**src/rtl/demux1x4_stripe_ctrl.sv**
```systemverilog
// demux1x4_stripe_ctrl: round-robin 1:4 byte striper for the PCIe TX lane demux.
// Define STRIPE_CTRL_STATS_EN to add the byte_cnt/drop_cnt statistics outputs.
module demux1x4_stripe_ctrl (
  input  logic        clk,
  input  logic        reset,
  input  logic [7:0]  data_in,
  input  logic        valid_in,
  input  logic [3:0]  lane_en,
  output logic [7:0]  data_out0,
  output logic [7:0]  data_out1,
  output logic [7:0]  data_out2,
  output logic [7:0]  data_out3,
  output logic        valid_out0,
  output logic        valid_out1,
  output logic        valid_out2,
  output logic        valid_out3,
  output logic        stripe_open,
`ifdef STRIPE_CTRL_STATS_EN
  output logic [15:0] byte_cnt,
  output logic [15:0] drop_cnt,
`endif
  output logic        drop_err
);

  typedef enum logic [0:0] {
    IDLE   = 1'b0,
    ACTIVE = 1'b1
  } state_t;

  state_t     state_r;
  state_t     state_nxt_s;
  logic [3:0] mask_r;
  logic [3:0] mask_nxt_s;
  logic [1:0] ptr_r;
  logic [1:0] ptr_nxt_s;
  logic [1:0] lane_s;
  logic       accept_s;
  logic       drop_s;
  logic [3:0] lane_hit_s;

  function automatic logic [1:0] first_lane(input logic [3:0] m);
    casez (m)
      4'b???1: first_lane = 2'd0;
      4'b??10: first_lane = 2'd1;
      4'b?100: first_lane = 2'd2;
      4'b1000: first_lane = 2'd3;
      default: first_lane = 2'd0;
    endcase
  endfunction

  function automatic logic [1:0] last_lane(input logic [3:0] m);
    casez (m)
      4'b1???: last_lane = 2'd3;
      4'b01??: last_lane = 2'd2;
      4'b001?: last_lane = 2'd1;
      default: last_lane = 2'd0;
    endcase
  endfunction

  // Lowest enabled lane above p, wrapping back to the first enabled lane.
  function automatic logic [1:0] next_lane(input logic [1:0] p, input logic [3:0] m);
    logic [3:0] above;
    above = m & (4'b1110 << p);
    if (above != 4'h0) begin
      next_lane = first_lane(above);
    end else begin
      next_lane = first_lane(m);
    end
  endfunction

  function automatic logic single_lane(input logic [3:0] m);
    single_lane = (m != 4'h0) && ((m & (m - 4'd1)) == 4'h0);
  endfunction

  // Next-state and lane-select decode.
  always_comb begin
    state_nxt_s = state_r;
    mask_nxt_s  = mask_r;
    ptr_nxt_s   = ptr_r;
    lane_s      = ptr_r;
    accept_s    = 1'b0;
    drop_s      = 1'b0;
    case (state_r)
      IDLE: begin
        mask_nxt_s = lane_en;
        lane_s     = first_lane(lane_en);
        ptr_nxt_s  = first_lane(lane_en);
        if (valid_in) begin
          if (lane_en == 4'h0) begin
            drop_s = 1'b1;
          end else begin
            accept_s = 1'b1;
            if (single_lane(lane_en)) begin
              state_nxt_s = IDLE;
            end else begin
              state_nxt_s = ACTIVE;
              ptr_nxt_s   = next_lane(first_lane(lane_en), lane_en);
            end
          end
        end else begin
          state_nxt_s = IDLE;
        end
      end
      ACTIVE: begin
        lane_s = ptr_r;
        if (valid_in) begin
          accept_s = 1'b1;
          if (ptr_r == last_lane(mask_r)) begin
            state_nxt_s = IDLE;
          end else begin
            ptr_nxt_s = next_lane(ptr_r, mask_r);
          end
        end else begin
          state_nxt_s = ACTIVE;
        end
      end
      default: begin
        state_nxt_s = IDLE;
      end
    endcase
    lane_hit_s = accept_s ? (4'b0001 << lane_s) : 4'b0000;
  end

  // State, lane output and status registers.
  always_ff @(posedge clk) begin
    if (!reset) begin
      state_r     <= IDLE;
      ptr_r       <= 2'd0;
      mask_r      <= lane_en;
      data_out0   <= 8'h00;
      data_out1   <= 8'h00;
      data_out2   <= 8'h00;
      data_out3   <= 8'h00;
      valid_out0  <= 1'b0;
      valid_out1  <= 1'b0;
      valid_out2  <= 1'b0;
      valid_out3  <= 1'b0;
      stripe_open <= 1'b0;
      drop_err    <= 1'b0;
`ifdef STRIPE_CTRL_STATS_EN
      byte_cnt    <= 16'h0000;
      drop_cnt    <= 16'h0000;
`endif
    end else begin
      state_r     <= state_nxt_s;
      ptr_r       <= ptr_nxt_s;
      mask_r      <= mask_nxt_s;
      valid_out0  <= lane_hit_s[0];
      valid_out1  <= lane_hit_s[1];
      valid_out2  <= lane_hit_s[2];
      valid_out3  <= lane_hit_s[3];
      if (lane_hit_s[0]) data_out0 <= data_in;
      if (lane_hit_s[1]) data_out1 <= data_in;
      if (lane_hit_s[2]) data_out2 <= data_in;
      if (lane_hit_s[3]) data_out3 <= data_in;
      stripe_open <= (state_nxt_s == ACTIVE);
      drop_err    <= drop_s;
`ifdef STRIPE_CTRL_STATS_EN
      byte_cnt    <= byte_cnt + {15'd0, accept_s};
      drop_cnt    <= drop_cnt + {15'd0, drop_s};
`endif
    end
  end

endmodule

```
**config.mk**
```make
export PLATFORM = sky130hd
export DESIGN_NAME = demux1x4_stripe_ctrl
export DESIGN_NICKNAME = d
export VERILOG_FILES = /design/src/rtl/demux1x4_stripe_ctrl.sv
export SDC_FILE = /design/constraint.sdc
export NUM_CORES = 1
export LEC_CHECK = 0
export BUFFER_PORTS_ARGS = -buffer_cell sky130_fd_sc_hd__buf_2
export CORE_MARGIN = 4
export CORE_UTILIZATION = 45
export DETAILED_ROUTE_END_ITERATION = 10
export PLACE_DENSITY = 0.75
export SETUP_SLACK_MARGIN = 0.3
export SYNTH_ARGS = -nofsm -noshare
export SYNTH_HDL_FRONTEND = slang
export SYNTH_SLANG_ARGS = --single-unit
```
**constraint.sdc**
```tcl
create_clock -name clk -period 1.4 [get_ports clk]
set_input_delay 0.14 -clock clk [delete_from_list [all_inputs] [get_ports clk]]
set_output_delay 0.14 -clock clk [all_outputs]
set_load 0.03 [all_outputs]
```
==> results by group <==
Outcome
  • Status: complete, but fails checks
  • Failing checks: setup timing

STA
  • Endpoints failing hold: 0
  • Post-Route Skew: 4.52 ps
  • Fin crit share: 110%
  • Slew HR: 60.4%
  • Min Tclk post-route: 1540 ps
  • F_max: 0.651 GHz
  • Worst setup margin: -137 ps
  • Tightest Pin Transition: 594 ps
  • Slew Viols, Final: 0
  • Unrepaired setup endpoints after global routing: true
  • Final Setup Violations: 35

Worst setup path
  • Critical path type: reg2reg
  • Crit path DAT: 1730 ps
  • Slowest stage cell, crit path: or3_4
  • Crit start category: flip-flop
  • CP max stage delay: 370 ps
  • Worst-path maximum fanout: 4
  • Crit path cell chain: or3_4 -> nand3_4 -> buf_6 -> nand3b_4 -> mux2i_1 -> nor2_1
  • CP required: 1590 ps
  • CP Capture Type: flip-flop

Pwr
  • Power, Total: 2.99 mW
  • P per Cell Area: 1120 nW/um^2
  • Sw Share: 28.8%
  • P_leak: 1.29 nW
  • Int Pwr: 2.13 mW
  • NetSw: 0.860 mW
  • Clock share of power: 32.0%
  • Max VDD drop: 0.000716 V
  • Sequential share of power: 46.2%
  • Comb pwr share: 21.9%

Floorplanning
  • Initial Utilization: 46.8%
  • Die width: 72.5 um
  • Die Ht: 72.5 um
  • FP Rows: 23
  • # IOs: 53
  • Die Footprint: 5250 um^2
  • Core area: 4000 um^2

Detailed routing
  • Vias post-DR: 1639
  • Final wirelength: 4840 um
  • 1st-iter DRT viols: 91
  • Drt via density: 5.15
  • Drt pass-1 iters: 4
  • Routed len/inst: 15.2 um
  • Residual DRC count: 0
  • Post-DRT Antenna Nets: 0

CTS
  • Inserted Clock Buffers: 5
  • H-tree levels: 2
  • CTS tree: yes
  • Clk pin slew, worst setup/hold paths: 90 ps
  • Root Buffer: clkbuf_8
  • Clock sinks: 44
  • Hold buffers post-CTS: 0
  • Clock Path Buffers: 2
  • Clock Latency Late Sink: 300 ps

Global routing
  • Met1 Use GR: 23.7%
  • Most used routing layer: met2
  • Vias in the first global route: 1561
  • Initial antenna violation count: 0
  • Gr usage total: 18.0%
  • GRT Residual Overflow: 0
  • Wire length of the first global-routing pass: 7360 um
  • Met2 Use GR: 29.5%
  • Met3 GRT Util: 4.99%
  • Largest net degree at the start of global routing: 27

Logic synthesis
  • Synthesized cell area: 1870 um^2
  • Top-area cell type share of the netlist area: 42.8%
  • Ys async rst share: 0%
  • Synth area leaders: dfxtp_1 43%, mux2i_1 17%, edfxtp_1 6.4%
  • EDFF count, synth: 4
  • Leading cell type by number of instances after synthesis: dfxtp_1
  • Syn_nets: 204
  • Avg Inst Size Synth: 9.90 um^2
  • Primary FF master, synth: dfxtp_1
  • Cell taking the most area after synthesis: dfxtp_1
  • Seq/Total Area, Yosys: 49.2%
  • Unique masters post-synth: 39
  • Synth Register Bits: 44
  • Cells after synthesis: 189
  • Yosys warning count: 0
  • Most common library cells after synthesis: 40 x dfxtp_1, 32 x mux2i_1, 28 x nand2_1, 25 x nor2_1, 6 x o21ai_0

Placed design
  • HPWL after DPL: 3020 um
  • Port-buffer cells: 52
  • Area after DPL: 2280 um^2
  • RePlAce Congestion: 0.865

Final layout
  • Cell area after layout: 2670 um^2
  • Area Growth Syn to Fin: 42.5%
  • Ant diodes: 0
  • Multi-input gate area: 971 um^2
  • Layout cells sized above 1: 43.7%
  • Filler cells: 272
  • Nets: 282
  • Register Area: 927 um^2

Worst hold path
  • Hold Path Class: in2reg

Job
  • Maxcap violations: 0
[state kept, by name, indices dropped and copies added, names as in the netlist, 2 cells and up]
signal	cells
ptr_r	2
data_out2	8
mask_r	4
data_out0	8
data_out1	8
data_out3	8
[routing by layer]
| layer | routed length [um] | part of all wire, % |
|---|---|---|
| met4 | 46 | 0.95 |
| met2 | 2400 | 50 |
| met1 | 2130 | 44 |
| met3 | 266 | 5.5 |
| met5 | 0 | 0 |
[worst max-delay path, delay by kind of cell, from the launching register on]
kind                   cells  cell delay, ps
multiplexers               1             240
buffers and inverters      1             100
AND/OR/NAND/NOR            4             740
flip-flops                 1             350
[kinds of logic (layout without fill, tap and decap cells)]
family	count (synthesis)	in the layout	share of synthesized area, %
AND/OR/NAND/NOR	72	73	19.2
AO/OA/AOI/OAI	23	23	8.56
adder cells (fa/ha/maj)	1	1	0.535
multiplexers	32	32	17.1
flip-flops	44	44	49.2
XOR/XNOR	1	1	0.468
buffers and inverters	16	94	4.88
[final timing paths]
check,start,end,slack (ps),depth (start not counted)
setup / recovery,state_r$_SDFF_PN0_,data_out0[1]$_SDFFE_PN0P_,-140,6
hold / removal,data_in[6],data_out0[6]$_SDFFE_PN0P_,110,3
hold reg to reg,data_out3[7]$_SDFFE_PN0P_,data_out3[7]$_SDFFE_PN0P_,460,2
setup reg to reg,state_r$_SDFF_PN0_,data_out0[1]$_SDFFE_PN0P_,-140,6
[timing repair]
item,CTS,global route
endpoints found under the setup margin,40,40
setup buffers,8,4
hold endpoints to repair,0,0
pin swaps,3,6
cloned,1,1
resized for setup,14,15
[per-stage QoR]
step	hold slack [ps]	utilization, %	setup TNS [ps]	std cells	setup WS (ps)
6_report	114	66.6	-2720	318	-137
5_1_grt	134	66.6	-5020	318	-184
4_1_cts	113	63.6	-1780	313	-109
3_5_place_dp	415	57.0	-1120	296	-94.5
3_3_place_gp	411	57.0	-563	296	-60.0
2_1_floorplan	239	-	-321	189	-32.0
[cells in the final DEF (no fill, tap or decap), drive strengths merged]
cell type,Yosys,layout
dfxtp,40,40
mux2i,32,32
inv,5,5
o21ai,10,10
a211oi,2,2
clkinv,0,1
a311oi,1,1
nor2,26,26
nand4bb,1,1
maj3,1,1
nand2,29,29
buf,7,80
clkbuf,4,8
a221oi,1,1
and2,1,1
nand3,4,4
a21oi,5,5
nand3b,1,2
nand2b,2,2
or3,3,3
o211ai,1,1
xor2,1,1
edfxtp,4,4
nor3,3,3
o41ai,1,1
o22ai,1,1
a31oi,1,1
nor2b,2,2
[area by class of cell]
class / instances / area share, %
multi-input combinational: 130 / 36.4
sequential: 44 / 34.8
timing repair buffer: 81 / 21.4
clock buffer: 7 / 4.04
clock inverter: 1 / 0.329
tap: 50 / 2.35
inverter: 5 / 0.704
[power by group through the flow]
stage          Sequential, mW  Combinational, mW  Clock (mW)
3_5_place_dp             1.40              0.511           0
6_report                 1.38              0.654       0.956
5_1_grt                  1.39              0.699        1.01
4_1_cts                  1.38              0.584       0.961
2_1_floorplan            1.48              0.279           0
3_3_place_gp             1.40              0.505           0
(Power assumes the default switching activity.)
